--- config.mk ---
export PLATFORM = sky130hd
export DESIGN_NAME = video_timing_gen
export DESIGN_NICKNAME = d
export VERILOG_FILES = /design/src/rtl/video_timing_gen.sv
export SDC_FILE = /design/constraint.sdc
export NUM_CORES = 1
export LEC_CHECK = 0
export BUFFER_PORTS_ARGS = -buffer_cell sky130_fd_sc_hd__buf_2
export CORE_MARGIN = 4
export CORE_UTILIZATION = 39
export CTS_BUF_LIST = sky130_fd_sc_hd__clkbuf_4 sky130_fd_sc_hd__clkbuf_8
export DETAILED_ROUTE_END_ITERATION = 12
export GPL_TIMING_DRIVEN = 0
export PLACE_DENSITY_LB_ADDON = 0.15
export SYNTH_ARGS = -nofsm -noshare
export SYNTH_HDL_FRONTEND = slang
export SYNTH_SLANG_ARGS = --single-unit
--- constraint.sdc ---
create_clock -name clk -period 2.99 [get_ports clk]
set_input_delay 0.299 -clock clk [delete_from_list [all_inputs] [get_ports clk]]
set_output_delay 0.299 -clock clk [all_outputs]
set_load 0.02 [all_outputs]
--- src/rtl/video_timing_gen.sv ---
`default_nettype none
// ============================================================================
// Module      : video_timing_gen
// Description : Raster timing generator. Free-running horizontal/vertical
//               pixel counters with registered display-enable, sync outputs,
//               a one-clock frame-start strobe and a completed-frame counter.
// Revision    : 1.0 - initial release
// ============================================================================
module video_timing_gen #(
    parameter int   H_DISPLAY    = 256,
    parameter int   H_FRONT      = 7,
    parameter int   H_SYNC       = 23,
    parameter int   H_BACK       = 23,
    parameter int   V_DISPLAY    = 240,
    parameter int   V_FRONT      = 14,
    parameter int   V_SYNC       = 3,
    parameter int   V_BACK       = 5,
    parameter logic HSYNC_ACTIVE = 1'b1,
    parameter logic VSYNC_ACTIVE = 1'b1,
    parameter int   POS_W        = 9
) (
    input  logic             clk,
    input  logic             reset,
    input  logic             pix_en,
    output logic [POS_W-1:0] hpos,
    output logic [POS_W-1:0] vpos,
    output logic             display_on,
    output logic             hsync,
    output logic             vsync,
    output logic             frame_start,
    output logic [7:0]       frame_count
);

    // Raster geometry
    localparam int c_H_TOTAL = H_DISPLAY + H_FRONT + H_SYNC + H_BACK;
    localparam int c_V_TOTAL = V_DISPLAY + V_FRONT + V_SYNC + V_BACK;

    // Terminal counts, sized to the counters
    localparam logic [POS_W-1:0] c_H_LAST = POS_W'(c_H_TOTAL - 1);
    localparam logic [POS_W-1:0] c_V_LAST = POS_W'(c_V_TOTAL - 1);

    // Decode thresholds carry one extra bit so a visible width equal to
    // 2^POS_W still compares correctly against a zero-extended position.
    localparam logic [POS_W:0] c_H_DISP     = (POS_W+1)'(H_DISPLAY);
    localparam logic [POS_W:0] c_V_DISP     = (POS_W+1)'(V_DISPLAY);
    localparam logic [POS_W:0] c_HS_START   = (POS_W+1)'(H_DISPLAY + H_FRONT);
    localparam logic [POS_W:0] c_HS_END     = (POS_W+1)'(H_DISPLAY + H_FRONT + H_SYNC - 1);
    localparam logic [POS_W:0] c_VS_START   = (POS_W+1)'(V_DISPLAY + V_FRONT);
    localparam logic [POS_W:0] c_VS_END     = (POS_W+1)'(V_DISPLAY + V_FRONT + V_SYNC - 1);

    // Registered state
    logic [POS_W-1:0] r_hpos;
    logic [POS_W-1:0] r_vpos;
    logic             r_display_on;
    logic             r_hsync;
    logic             r_vsync;
    logic             r_frame_start;
    logic [7:0]       r_frame_count;

    // Next-state values
    logic [POS_W-1:0] w_hpos_nxt;
    logic [POS_W-1:0] w_vpos_nxt;
    logic             w_frame_wrap;
    logic             w_display_nxt;
    logic             w_hsync_win;
    logic             w_vsync_win;

    // Counter advance: hpos steps every enabled cycle, vpos steps on line wrap
    always_comb begin
        w_hpos_nxt   = r_hpos;
        w_vpos_nxt   = r_vpos;
        w_frame_wrap = 1'b0;
        if (pix_en) begin
            if (r_hpos == c_H_LAST) begin
                w_hpos_nxt = '0;
                if (r_vpos == c_V_LAST) begin
                    w_vpos_nxt   = '0;
                    w_frame_wrap = 1'b1;
                end else begin
                    w_vpos_nxt = r_vpos + 1'b1;
                end
            end else begin
                w_hpos_nxt = r_hpos + 1'b1;
            end
        end
    end

    // Decode from the next counter values so the registered flags line up
    // with the position they are presented alongside
    always_comb begin
        w_display_nxt = ({1'b0, w_hpos_nxt} < c_H_DISP) &&
                        ({1'b0, w_vpos_nxt} < c_V_DISP);
        w_hsync_win   = ({1'b0, w_hpos_nxt} >= c_HS_START) &&
                        ({1'b0, w_hpos_nxt} <= c_HS_END);
        w_vsync_win   = ({1'b0, w_vpos_nxt} >= c_VS_START) &&
                        ({1'b0, w_vpos_nxt} <= c_VS_END);
    end

    // Output and counter registers; reset forces the raster origin without a strobe
    always_ff @(posedge clk) begin
        if (reset) begin
            r_hpos        <= '0;
            r_vpos        <= '0;
            r_display_on  <= 1'b1;
            r_hsync       <= ~HSYNC_ACTIVE;
            r_vsync       <= ~VSYNC_ACTIVE;
            r_frame_start <= 1'b0;
            r_frame_count <= 8'd0;
        end else begin
            r_hpos        <= w_hpos_nxt;
            r_vpos        <= w_vpos_nxt;
            r_display_on  <= w_display_nxt;
            r_hsync       <= w_hsync_win ? HSYNC_ACTIVE : ~HSYNC_ACTIVE;
            r_vsync       <= w_vsync_win ? VSYNC_ACTIVE : ~VSYNC_ACTIVE;
            r_frame_start <= w_frame_wrap;
            if (w_frame_wrap) begin
                r_frame_count <= r_frame_count + 8'd1;
            end
        end
    end

    assign hpos        = r_hpos;
    assign vpos        = r_vpos;
    assign display_on  = r_display_on;
    assign hsync       = r_hsync;
    assign vsync       = r_vsync;
    assign frame_start = r_frame_start;
    assign frame_count = r_frame_count;

endmodule
`default_nettype wire

==> impl_results.md <==
- HP Class: input pin to register
- Data arrival, critical path: 2.77 ns
- Vias in the first global route: 1309
- Detail Route Antenna Nets: 0
- Fillers: 427
- Post-DR wirelength/cell: 12.4 um
- Post-synth ARST share: 0
- Met2 Use GR: 0.212
- Critical path class: register to register
- Top-area cell type share of the netlist area: 0.369
- Total negative slack: 0 ns
- PwrDens: 479 mW/mm^2
- I/O pin cnt: 33
- Die Y: 72.6 um
- Final hold viol count: 0
- Cts repair resizes: 0
- Tmin final: 2.56 ns
- Synth top cells by count: dfxtp_1 (30), nor2_1 (29), nand2_1 (24)
- Row count: 23
- Final slew viol count: 0
- Max-cap viol count: 0
- GRT Total Usage: 0.147
- Switching share of power: 0.194
- DR pass1 iterations: 4
- Fraction of layout cells with a size suffix above 1: 0.203
- Synth Instances: 202
- Port buffer count: 31
- Crit-path max cell delay: 0.46 ns
- DIE AREA: 0.00527 sq mm
- GRT met1 Usage: 0.210
- EDFF count, synth: 0
- Final Util: 0.493
- GRT overflow: 0
- Largest net degree at the start of global routing: 11
- Max Clock Skew: 0.00699 ns
- Max IR drop VDD: 246 uV
- P_int: 0.000768 W
- CTS tree: built
- Initial drt markers: 78
- Core ar.: 0.00403 sq mm
- Seq/Total Area, Yosys: 0.369
- # diodes: 0
- Worst-margin pin slew: 0.533 ns
- Sequential share of power: 0.427
- Num CTS Buffers: 5
- Final Wtd Congestion: 0.778
- Area delta synth->final: 22.2%
- Final Power: 0.000952 W
- Routed Wire Length: 3610 um
- CTS sink cnt: 30
- Syn_nets: 210
- Die W: 72.6 um
- Slowest-stage cell, CP: dfxtp_1
- Number of synthesized register bits: 30
- Via density: 5.05
- Area leader, netlist: dfxtp_1
- Placed wire-length estimate: 2620 um
- Syn Std Cell Area: 0.00163 sq mm
- Net Switching: 0.000184 W
- Via count: 1471
- Top post-synthesis cells by area: dfxtp_1 (37%), nor2_1 (6.7%), nand2_1 (5.5%)
- Fmax: 391 MHz
- Status: finished clean
- Setup violations, final: 0
- Final hold slack: 0.238 ns
- Logic pwr share: 0.032
- CP required: 3.20 ns
- Clock share of power: 0.541
- Worst path buffer plus inverter count: 1
- Worst path cell trace: ha_1 -> or3b_1 -> nor3_2 -> and2_1 -> buf_2 -> nand4_1 -> or3_1 -> a21oi_1
- Clk_lat worst skew: 0.28 ns
- Top FF cell, synth: dfxtp_1
- Largest fanout on the critical path: 9
- Clock transition at path regs: 0.07 ns
- Setup bufs post-CTS: 0
- Clock tree buffer depth: 2
- Slew headroom: 0.645
- RSZ-0062 raised after global routing: no
- LEAKAGE: 0.814 nW
- Startpoint Class: register
- Syn Area/Cell: 8.05 sq um
- DRC: 0
- Worst setup EP type: register
- First-pass GRT wire length: 6150 um
- Synth Warn #: 0
- M3 GR Usage: 0.0344
- CTS Root Buffer Type: clkbuf_8
- Initial antenna violation count: 0
- Starting Density: 0.404
- Cell with the most instances after synthesis: dfxtp_1
- Hold buffers post-CTS: 0
- H-tree depth: 2
- Number of distinct library cells after synthesis: 41
- Crit share post-route: 0.856
- CP delay by family, top: simple AND/OR/NAND/NOR gates
- Nets: 248
- GR peak layer: met2
-- metal layers --
layer	share of wire	vias up
li1	-	770
met1	0.51	663
met2	0.43	31
met3	0.053	7
met4	0.015	0
met5	0	-
-- per-stage QoR --
step / setup slack [ns] / cell area (sq um) / cells
floorplan: 0.446 / 1630 / 202
global placement: 0.436 / 1840 / 283
detailed placement: 0.442 / 1840 / 283
CTS: 0.412 / 1990 / 291
global route: 0.215 / 1990 / 291
finish: 0.431 / 1990 / 291
-- placed cells by master, fill, tap and decap left out, drive strengths merged, types with 3 or more instances in the layout --
master	count
o21ai	7
clkbuf	12
nand2	24
a21oi	15
nor3	7
or4	3
nand2b	4
or3	4
and3	4
nor2	29
nor3b	3
xnor2	10
inv	5
dfxtp	30
xor2	10
nand3	7
nand4	6
buf	35
ha	5
-- flip-flops by register name, summed over array words and instances (netlist names) --
name	flops
vpos	9
vsync	1
frame_count	8
display_on	1
frame_start	1
hsync	1
hpos	9
-- worst register-to-register path: cells and delay by family, from the launching register on --
| family | cells | cell delay [ns] |
|---|---|---|
| and+or+nand+nor | 5 | 1.52 |
| DFF | 1 | 0.46 |
| adders and majority gates | 1 | 0.20 |
| buffers and inverters | 1 | 0.18 |
| AOI/OAI and AO/OA | 1 | 0.13 |
-- final timing paths --
path,cells after the start,to,from,slack [ns]
setup / recovery,8,frame_count[7],vpos[0],0.43
hold / removal,2,vpos[1],reset,0.24
setup reg to reg,8,frame_count[7],vpos[0],0.43
hold reg to reg,2,frame_count[7],frame_count[7],0.49
-- layout make-up --
type	count	area, sq um	area share
repair buffers	31	155	0.0781
well taps	50	62.6	0.0315
clock buffers	6	82.6	0.0416
plain buffers	10	55.1	0.0277
clock inverters	2	60.1	0.0302
inverters	5	18.8	0.00945
flip-flops and latches	30	601	0.302
multi-input cells	157	952	0.479
-- power groups by stage --
stage	clock, W	combinational [W]	sequential [W]
finish	0.000515	0.0000304	0.000406
global route	0.000546	0.0000342	0.000407
CTS	0.000528	0.0000311	0.000406
detailed placement	0	0.0000309	0.000415
global placement	0	0.0000307	0.000415
floorplan	0	0.0000180	0.000418
-- kinds of logic (layout without fill, tap and decap cells) --
| family | Yosys count | after routing | share of synthesized area |
|---|---|---|---|
| simple gates | 101 | 101 | 0.319 |
| xor+xnor | 20 | 20 | 0.108 |
| fa+ha+maj | 5 | 5 | 0.0385 |
| compound gates | 29 | 29 | 0.108 |
| flops | 30 | 30 | 0.369 |
| buf+inv | 15 | 54 | 0.0454 |
| mux | 2 | 2 | 0.0123 |
No activity file was read; power rests on OpenSTA's default activity.
